<file path="src/rtl/alu_pkg.sv">
// Shared definitions for the execution-stage ALU pipeline.
// Contents:
//   - opcode encodings (OP_OP1 .. OP_SBC); 7, E and F are undefined
//   - flags_t: the {n, z, c, v} condition-flag bundle
//   - decode helpers: is_arith, is_sub, is_reverse, is_illegal
package alu_pkg;

  localparam logic [3:0] OP_OP1 = 4'h0;
  localparam logic [3:0] OP_OP2 = 4'h1;
  localparam logic [3:0] OP_AND = 4'h2;
  localparam logic [3:0] OP_ORR = 4'h3;
  localparam logic [3:0] OP_EOR = 4'h4;
  localparam logic [3:0] OP_BIC = 4'h5;
  localparam logic [3:0] OP_MVN = 4'h6;
  localparam logic [3:0] OP_ADD = 4'h8;
  localparam logic [3:0] OP_ADC = 4'h9;
  localparam logic [3:0] OP_RSB = 4'hA;
  localparam logic [3:0] OP_RSC = 4'hB;
  localparam logic [3:0] OP_SUB = 4'hC;
  localparam logic [3:0] OP_SBC = 4'hD;

  typedef struct packed {
    logic n;
    logic z;
    logic c;
    logic v;
  } flags_t;

  function automatic logic is_illegal(logic [3:0] op);
    return (op == 4'h7) || (op == 4'hE) || (op == 4'hF);
  endfunction

  // 8..D use the adder
  function automatic logic is_arith(logic [3:0] op);
    return op[3] & ~(op[2] & op[1]);
  endfunction

  // RSB, RSC, SUB, SBC invert the second adder input
  function automatic logic is_sub(logic [3:0] op);
    return op[3] & (op[2] ^ op[1]);
  endfunction

  // RSB, RSC swap operands before the adder
  function automatic logic is_reverse(logic [3:0] op);
    return op[3:1] == 3'b101;
  endfunction

endpackage

</file>
<file path="src/rtl/alu_core.sv">
// Combinational ALU, split into two halves so the pipeline can cut it at the
// adder output.
//   Front half: opcode/op1/op2/c_in -> add_sum (WIDTH+1 bits), add_ovf,
//               logic_res (result of the logical opcodes).
//   Back half:  sel_* (front-half values, possibly registered) -> result,
//               flags {n,z,c,v}, illegal.
module alu_core
  import alu_pkg::*;
#(
  parameter int WIDTH = 32
) (
  input  logic [3:0]       opcode,
  input  logic [WIDTH-1:0] op1,
  input  logic [WIDTH-1:0] op2,
  input  logic             c_in,
  output logic [WIDTH:0]   add_sum,
  output logic             add_ovf,
  output logic [WIDTH-1:0] logic_res,
  input  logic [3:0]       sel_opcode,
  input  logic [WIDTH:0]   sel_sum,
  input  logic             sel_ovf,
  input  logic [WIDTH-1:0] sel_logic,
  input  logic             sel_c_in,
  input  logic             sel_v_in,
  output logic [WIDTH-1:0] result,
  output flags_t           flags,
  output logic             illegal
);

  logic [WIDTH-1:0] a;
  logic [WIDTH-1:0] b;
  logic [WIDTH-1:0] b_eff;
  logic             cin;

  // One adder for everything: a + b' + cin. Subtracts invert b and carry in
  // 1 (or c_in for the with-carry forms), so bit WIDTH is ARM's NOT-borrow.
  always_comb begin
    a       = is_reverse(opcode) ? op2 : op1;
    b       = is_reverse(opcode) ? op1 : op2;
    b_eff   = is_sub(opcode) ? ~b : b;
    cin     = opcode[0] ? c_in : is_sub(opcode);
    add_sum = {1'b0, a} + {1'b0, b_eff} + {{WIDTH{1'b0}}, cin};
    add_ovf = (a[WIDTH-1] == b_eff[WIDTH-1]) & (add_sum[WIDTH-1] != a[WIDTH-1]);
  end

  always_comb begin
    logic_res = '0;
    case (opcode)
      OP_OP1:  logic_res = op1;
      OP_OP2:  logic_res = op2;
      OP_AND:  logic_res = op1 & op2;
      OP_ORR:  logic_res = op1 | op2;
      OP_EOR:  logic_res = op1 ^ op2;
      OP_BIC:  logic_res = op1 & ~op2;
      OP_MVN:  logic_res = ~op2;
      default: logic_res = '0;
    endcase
  end

  // Logical and undefined opcodes pass the incoming C and V through.
  always_comb begin
    illegal = is_illegal(sel_opcode);
    if (illegal)                  result = '0;
    else if (is_arith(sel_opcode)) result = sel_sum[WIDTH-1:0];
    else                          result = sel_logic;
    flags.c = is_arith(sel_opcode) ? sel_sum[WIDTH] : sel_c_in;
    flags.v = is_arith(sel_opcode) ? sel_ovf : sel_v_in;
    flags.n = result[WIDTH-1];
    flags.z = (result == '0);
  end

endmodule

</file>
<file path="src/rtl/executor_alu_pipe.sv">
// Pipelined execution-stage ALU with valid/ready handshake and flush.
// Ports:
//   clk, rst (sync, active-high), flush (kill all in-flight ops)
//   in_valid/in_ready, opcode, op1, op2, c_in, v_in : operation input
//   out_valid/out_ready, result, n/z/c/v_flag, illegal : result output
// STAGES=1: result registered one cycle after acceptance.
// STAGES=2: adder sum and logic result registered first, flags/selection in
//           the output register one cycle later.
//
// Handshake: a transfer happens on a rising edge where valid and ready are
// both high. A stage may load when it is empty or its content moves on in
// the same edge. in_ready is combinational from out_ready (no skid buffer)
// and is forced low while flush is high.
module executor_alu_pipe
  import alu_pkg::*;
#(
  parameter int WIDTH  = 32,
  parameter int STAGES = 1
) (
  input  logic             clk,
  input  logic             rst,
  input  logic             flush,
  input  logic             in_valid,
  output logic             in_ready,
  input  logic [3:0]       opcode,
  input  logic [WIDTH-1:0] op1,
  input  logic [WIDTH-1:0] op2,
  input  logic             c_in,
  input  logic             v_in,
  output logic             out_valid,
  input  logic             out_ready,
  output logic [WIDTH-1:0] result,
  output logic             n_flag,
  output logic             z_flag,
  output logic             c_flag,
  output logic             v_flag,
  output logic             illegal
);

  logic             out_adv;     // output register may load this edge
  logic             feed_valid;  // op presented to the output register
  logic [WIDTH:0]   add_sum;
  logic             add_ovf;
  logic [WIDTH-1:0] logic_res;
  logic [3:0]       sel_opcode;
  logic [WIDTH:0]   sel_sum;
  logic             sel_ovf;
  logic [WIDTH-1:0] sel_logic;
  logic             sel_c_in;
  logic             sel_v_in;
  logic [WIDTH-1:0] fin_result;
  flags_t           fin_flags;
  logic             fin_illegal;
  flags_t           out_flags;

  assign out_adv = ~out_valid | out_ready;

  alu_core #(.WIDTH(WIDTH)) u_core (
    .opcode     (opcode),
    .op1        (op1),
    .op2        (op2),
    .c_in       (c_in),
    .add_sum    (add_sum),
    .add_ovf    (add_ovf),
    .logic_res  (logic_res),
    .sel_opcode (sel_opcode),
    .sel_sum    (sel_sum),
    .sel_ovf    (sel_ovf),
    .sel_logic  (sel_logic),
    .sel_c_in   (sel_c_in),
    .sel_v_in   (sel_v_in),
    .result     (fin_result),
    .flags      (fin_flags),
    .illegal    (fin_illegal)
  );

  if (STAGES == 2) begin : g_two
    logic             s1_valid;
    logic [3:0]       s1_opcode;
    logic [WIDTH:0]   s1_sum;
    logic             s1_ovf;
    logic [WIDTH-1:0] s1_logic;
    logic             s1_c_in;
    logic             s1_v_in;

    assign in_ready   = ~flush & (~s1_valid | out_adv);
    assign feed_valid = s1_valid;

    always_ff @(posedge clk) begin
      if (rst || flush)             s1_valid <= 1'b0;
      else if (~s1_valid | out_adv) s1_valid <= in_valid;
    end

    // Payload is don't-care while s1_valid is low, so no reset here.
    always_ff @(posedge clk) begin
      if (in_valid & in_ready) begin
        s1_opcode <= opcode;
        s1_sum    <= add_sum;
        s1_ovf    <= add_ovf;
        s1_logic  <= logic_res;
        s1_c_in   <= c_in;
        s1_v_in   <= v_in;
      end
    end

    assign sel_opcode = s1_opcode;
    assign sel_sum    = s1_sum;
    assign sel_ovf    = s1_ovf;
    assign sel_logic  = s1_logic;
    assign sel_c_in   = s1_c_in;
    assign sel_v_in   = s1_v_in;
  end else begin : g_one
    assign in_ready   = ~flush & out_adv;
    assign feed_valid = in_valid;
    assign sel_opcode = opcode;
    assign sel_sum    = add_sum;
    assign sel_ovf    = add_ovf;
    assign sel_logic  = logic_res;
    assign sel_c_in   = c_in;
    assign sel_v_in   = v_in;
  end

  // Output register: payload is reset so outputs read 0 until the first
  // result; afterwards it only reloads when a valid op moves in, which keeps
  // it stable under backpressure.
  always_ff @(posedge clk) begin
    if (rst) begin
      out_valid <= 1'b0;
      result    <= '0;
      out_flags <= '0;
      illegal   <= 1'b0;
    end else if (flush) begin
      out_valid <= 1'b0;
    end else if (out_adv) begin
      out_valid <= feed_valid;
      if (feed_valid) begin
        result    <= fin_result;
        out_flags <= fin_flags;
        illegal   <= fin_illegal;
      end
    end
  end

  assign n_flag = out_flags.n;
  assign z_flag = out_flags.z;
  assign c_flag = out_flags.c;
  assign v_flag = out_flags.v;

endmodule

</file>
<file path="config.mk">
export PLATFORM = sky130hd
export DESIGN_NAME = executor_alu_pipe
export DESIGN_NICKNAME = d
export VERILOG_FILES = /design/src/rtl/alu_pkg.sv /design/src/rtl/alu_core.sv /design/src/rtl/executor_alu_pipe.sv
export SDC_FILE = /design/constraint.sdc
export NUM_CORES = 1
export LEC_CHECK = 0
export ABC_AREA = 1
export BUFFER_PORTS_ARGS = -buffer_cell sky130_fd_sc_hd__buf_2
export CORE_AREA = 5 5 199 105
export CTS_CLUSTER_DIAMETER = 40
export DETAILED_ROUTE_END_ITERATION = 16
export DIE_AREA = 0 0 204 110
export MAX_ROUTING_LAYER = met4
export SYNTH_ARGS = -nofsm -noshare
export SYNTH_HDL_FRONTEND = slang
export SYNTH_HIERARCHICAL = 1
export SYNTH_SLANG_ARGS = --single-unit
</file>
<file path="constraint.sdc">
create_clock -name clk -period 5.9 [get_ports clk]
set_input_delay 1.18 -clock clk [delete_from_list [all_inputs] [get_ports clk]]
set_output_delay 1.18 -clock clk [all_outputs]
set_load 0.05 [all_outputs]
</file>
# == After elaboration in Yosys (flattened, before gate mapping) ==
# Cells that the tools add are included.
# totals
register_bits,38
latch_bits,0
ramBits,0
romBits,0
in_bits,75
out_inout_bits,39
word_cells,52
n_memories,0
# classes
n_addsub,2
mul,0
n_div,0
magnitude_cmp,0
n_eq_ne,12
shift,0
n_mux,9
n_bitwise,16
n_reduce_logical,6
# op_table
operator,count
$pmux 32 s7,1
$mux 32,5
$and 32x32->32,2
$not 32->32,2
$add 32x32->33,1
$add 33x1->33,1
$logic_not 32->1,1
$or 32x32->32,1
$xor 32x32->32,1
$eq 4x3->1 const B,4
$eq 4x2->1 const B,2
$eq 4x4->1 const B,2
$and 1x1->1,5
$eq 4x1->1 const B,1
$logic_not 4->1,1
$eq 3x3->1 const B,1
$mux 1,3
$not 1->1,3
$reduce_and 3->1,1
$logic_or 1x1->1,2
$reduce_or 2->1,1
$eq 1x1->1,1
$ne 1x1->1,1
$or 1x1->1,1
$xor 1x1->1,1

# == Logic depth before layout (Yosys ltp) ==
# logic_depth
ltp_word,9
mapped_depth,35
depth_no_buf,33

# == Modules after synthesis ==
# The synthesis kept the hierarchy.
# modules_own_cells
module,n_inst,cells_each,area_each_um2
alu_core,1,1160,5878.1
executor_alu_pipe,1,252,1881.8

# == Worst setup path after synthesis ==
# Ideal clock, no wire load.
# synth_path
path_type,input port to flip-flop
startpoint,input opcode[2]
endpoint,"register out_flags, in the netlist z_flag"
arrival_time_ns,4.486
t_required_ns,5.836
setup_slack_ns,1.350
stages,35
path_cell_list,inv_1 -> ha_1 -> nand2_1 -> buf_2 -> clkbuf_1 -> clkbuf_1 -> nand2_1 -> o21ai_0 -> fa_1 -> inv_1 -> fa_1 -> nand2_1 -> nand2_1 -> and2_1 -> nand2_1 -> nand2_1 -> nand2_1 -> nand2_1 -> nand2_1 -> nand2_1 -> nand2_1 -> nand2_1 -> inv_1 -> nand2_1 -> nand3_1 -> nand2_1 -> inv_1 -> nand3_1 -> nor2_1 -> nand2_1 -> nor2_1 -> inv_1 -> nand3_2 -> nand2_1 -> nor2_1
# synth_rtl
item,line,text
from (decl),executor_alu_pipe.sv:25,"input logic [3:0] opcode,"
to (signal assigned),executor_alu_pipe.sv:138,out_flags <= fin_flags;
to (decl),executor_alu_pipe.sv:54,flags_t out_flags;

==> metrics.cfg <==
[outcome]
outcome = completed

[routing]
first_pass_iters = 6
drtIter0Drc = 1065
highest_layer = met4
wire_per_inst_um = 16.29
viasPerCell = 5.286
wl_met3_um = 2915
drc = 0
finalWirelength_um = 28450
detail-route-antenna-nets = 0
met1_length_um = 14500
met2WireLength_um = 10510
route.vias.total = 9229

[power]
p_total_mw = 1.748
p_per_area_nw_per_um2 = 202.1
power.leakage_nw = 5.059
ir_drop_mv = 0.1817

[setup_path]
worstReg2RegStart = out_valid
ff2ff_path_depth = 5
worstReg2RegEnd = result[11]
max_stage_delay_ns = 0.46
worst_path_max_delay_cell = fa_1
crit_arrival_ns = 5.08
crit_path_start_kind = primary input
endpoint_kind = flop
r2r_slack_ns = 4.04
criticalPathCategory = primary input to flop
cp_common_cell = nand2_1
worstPathRequired_ns = 6.13
path_max_fanout = 128

[global_routing]
grt_max_degree = 129
grt_pass1_vias = 8331
grt_usage = 0.2568
grt_pass1_wl_um = 45150
antenna_found_initial = 0
grt_overflow = 0

[sta]
fmax_mhz = 206.0
max_slew_margin = 0.3421
rsz0062_at_grt = no
hold_viol_final = 0
tightest_slew_ns = 0.9857
fin_setup_tns_ns = 0
finalSetupViolCount = 0
fin_skew_ns = 0.002157
timing.final.max_slew_violations = 0
period_needed_ns = 4.853
finalCritPeriodShare = 0.8226

[final_layout]
areaGrowthSynthToFinish_pct = 11.50
n_fill_cell = 2087
drive_gt1_frac = 0.1304
antenna_cells = 0
fin_nets = 1620

[die]
die_h_um = 110
initial_core_util = 0.4092
rows = 36
die-area_sq_um = 22440
io_pins = 114
core_area_sq_um = 18960
die_w_um = 204

[synth]
ys_ff_latch = 38
synthArstFlopShare = 0
ys_top_cells_by_area = nand2_1, inv_1, ha_1
synth_most_common_cell = nand2_1
synth.avg_cell_area_sq_um = 5.496
yosysWarningCount = 6
synth_cell_type_count = 31
synthTopCellsByCount = nand2_1, inv_1, o21ai_0, nor2_1, nand3_1
ys_seq_area_frac = 0.09803
synth_top_cell_area_share = 0.1867
synth_cells = 1412
synth_nets = 1553
synth_ff_type = dfxtp_1
yosysTopAreaCell = nand2_1
synth_edf_count = 0
synth.cell_area_sq_um = 7760

[clock_tree]
clk-insertion-delay-late_ns = 0.29
hold_buffers = 0
path_clk_slew_ns = 0.06
root_buffer = clkbuf_16
htreeDepth = 2
numCtsBuffers = 5
cts_buffer_depth = 2
cts_tree = done
clkSinkCount = 38
cts_resized = 0
post_cts_buffers = 0

[hold_path]
min_path_type = flop to flop
hold_depth = 2
min_from = result[2]
whs_endpoint = result[2]

[place]
hpwlAfterDp_um = 21660
io_buffers = 113
gp_congestion = 1.027

[run]
max_cap_viol_count = 0

stage by stage:
step	instance area [sq um]	hold slack [ns]	setup slack, ns	cells	utilization
after floorplan	7760	0.7254	1.350	1412	-
after global placement	8453	0.4614	0.9149	1738	0.4458
after detailed placement	8453	0.4638	0.7609	1738	0.4458
after CTS	8652	0.4828	1.048	1746	0.4563
after global routing	8652	0.5094	0.5282	1746	0.4563
final	8652	0.4781	1.047	1746	0.4563
layout make-up:
| cell class | instances | area, sq um | area share |
|---|---|---|---|
| Tap cell | 266 | 332.8 | 0.03847 |
| Clock inverter | 2 | 60.06 | 0.006941 |
| Inverter | 249 | 934.6 | 0.1080 |
| Clock buffer | 6 | 138.9 | 0.01605 |
| Multi-Input combinational cell | 1059 | 5749 | 0.6645 |
| Timing Repair Buffer | 126 | 675.6 | 0.07809 |
| Sequential cell | 38 | 760.7 | 0.08792 |
cell families after synthesis:
kind of cell	count (synthesis)	share of synthesized area
DFF	38	0.09803
adders and majority gates	66	0.1084
AOI/OAI and AO/OA	272	0.1962
buffers and inverters	315	0.1645
xor gates and xnor gates	50	0.05643
and+or+nand+nor	671	0.3765
flip-flops by register name, summed over array words and instances, names as in the netlist:
signal / flops
result: 32
c_flag: 1
illegal: 1
n_flag: 1
out_valid: 1
v_flag: 1
z_flag: 1
worst max path at each step:
stage	slack (ns)	end	depth (start not counted)	from
2_1_floorplan	1.35	z_flag	35	opcode[2]
6_report	1.05	z_flag	32	opcode[1]
3_3_place_gp	0.91	z_flag	29	opcode[1]
5_1_grt	0.53	z_flag	32	opcode[1]
3_5_place_dp	0.76	z_flag	29	opcode[1]
4_1_cts	1.05	z_flag	29	opcode[1]
worst max-delay path, delay by kind of cell:
kind,cells,cell delay (ns)
xor+xnor,1,0.22
buf+inv,5,0.68
fa+ha+maj,3,0.90
simple gates,22,1.96
compound gates,1,0.12
layer usage:
metal	GRT usage	vias up
met5	-	-
met4	0.05208	0
met3	0.04999	41
met2	0.3423	435
met1	0.3937	4120
li1	-	4633
layout by cell type (no fill, tap or decap), drive strengths merged, types with 7 or more instances in the layout:
cell type and instances:
nor3 10, ha 64, nand2 386, o211ai 13, or2 20, a21oi 75, o21ai 142, xor2 50
o22ai 7, buf 126, nand3 116, nand4 8, a221oi 25, nor2 128, dfxtp 38, inv 249
power by group:
part / internal, mW / leakage [nW] / switching (mW)
Combinational: 0.348 / 4.65 / 0.743
Clock: 0.254 / 0.0971 / 0.117
Sequential: 0.276 / 0.313 / 0.0104
Total: 0.878 / 5.06 / 0.870
Power figures use the tool's default switching activity.
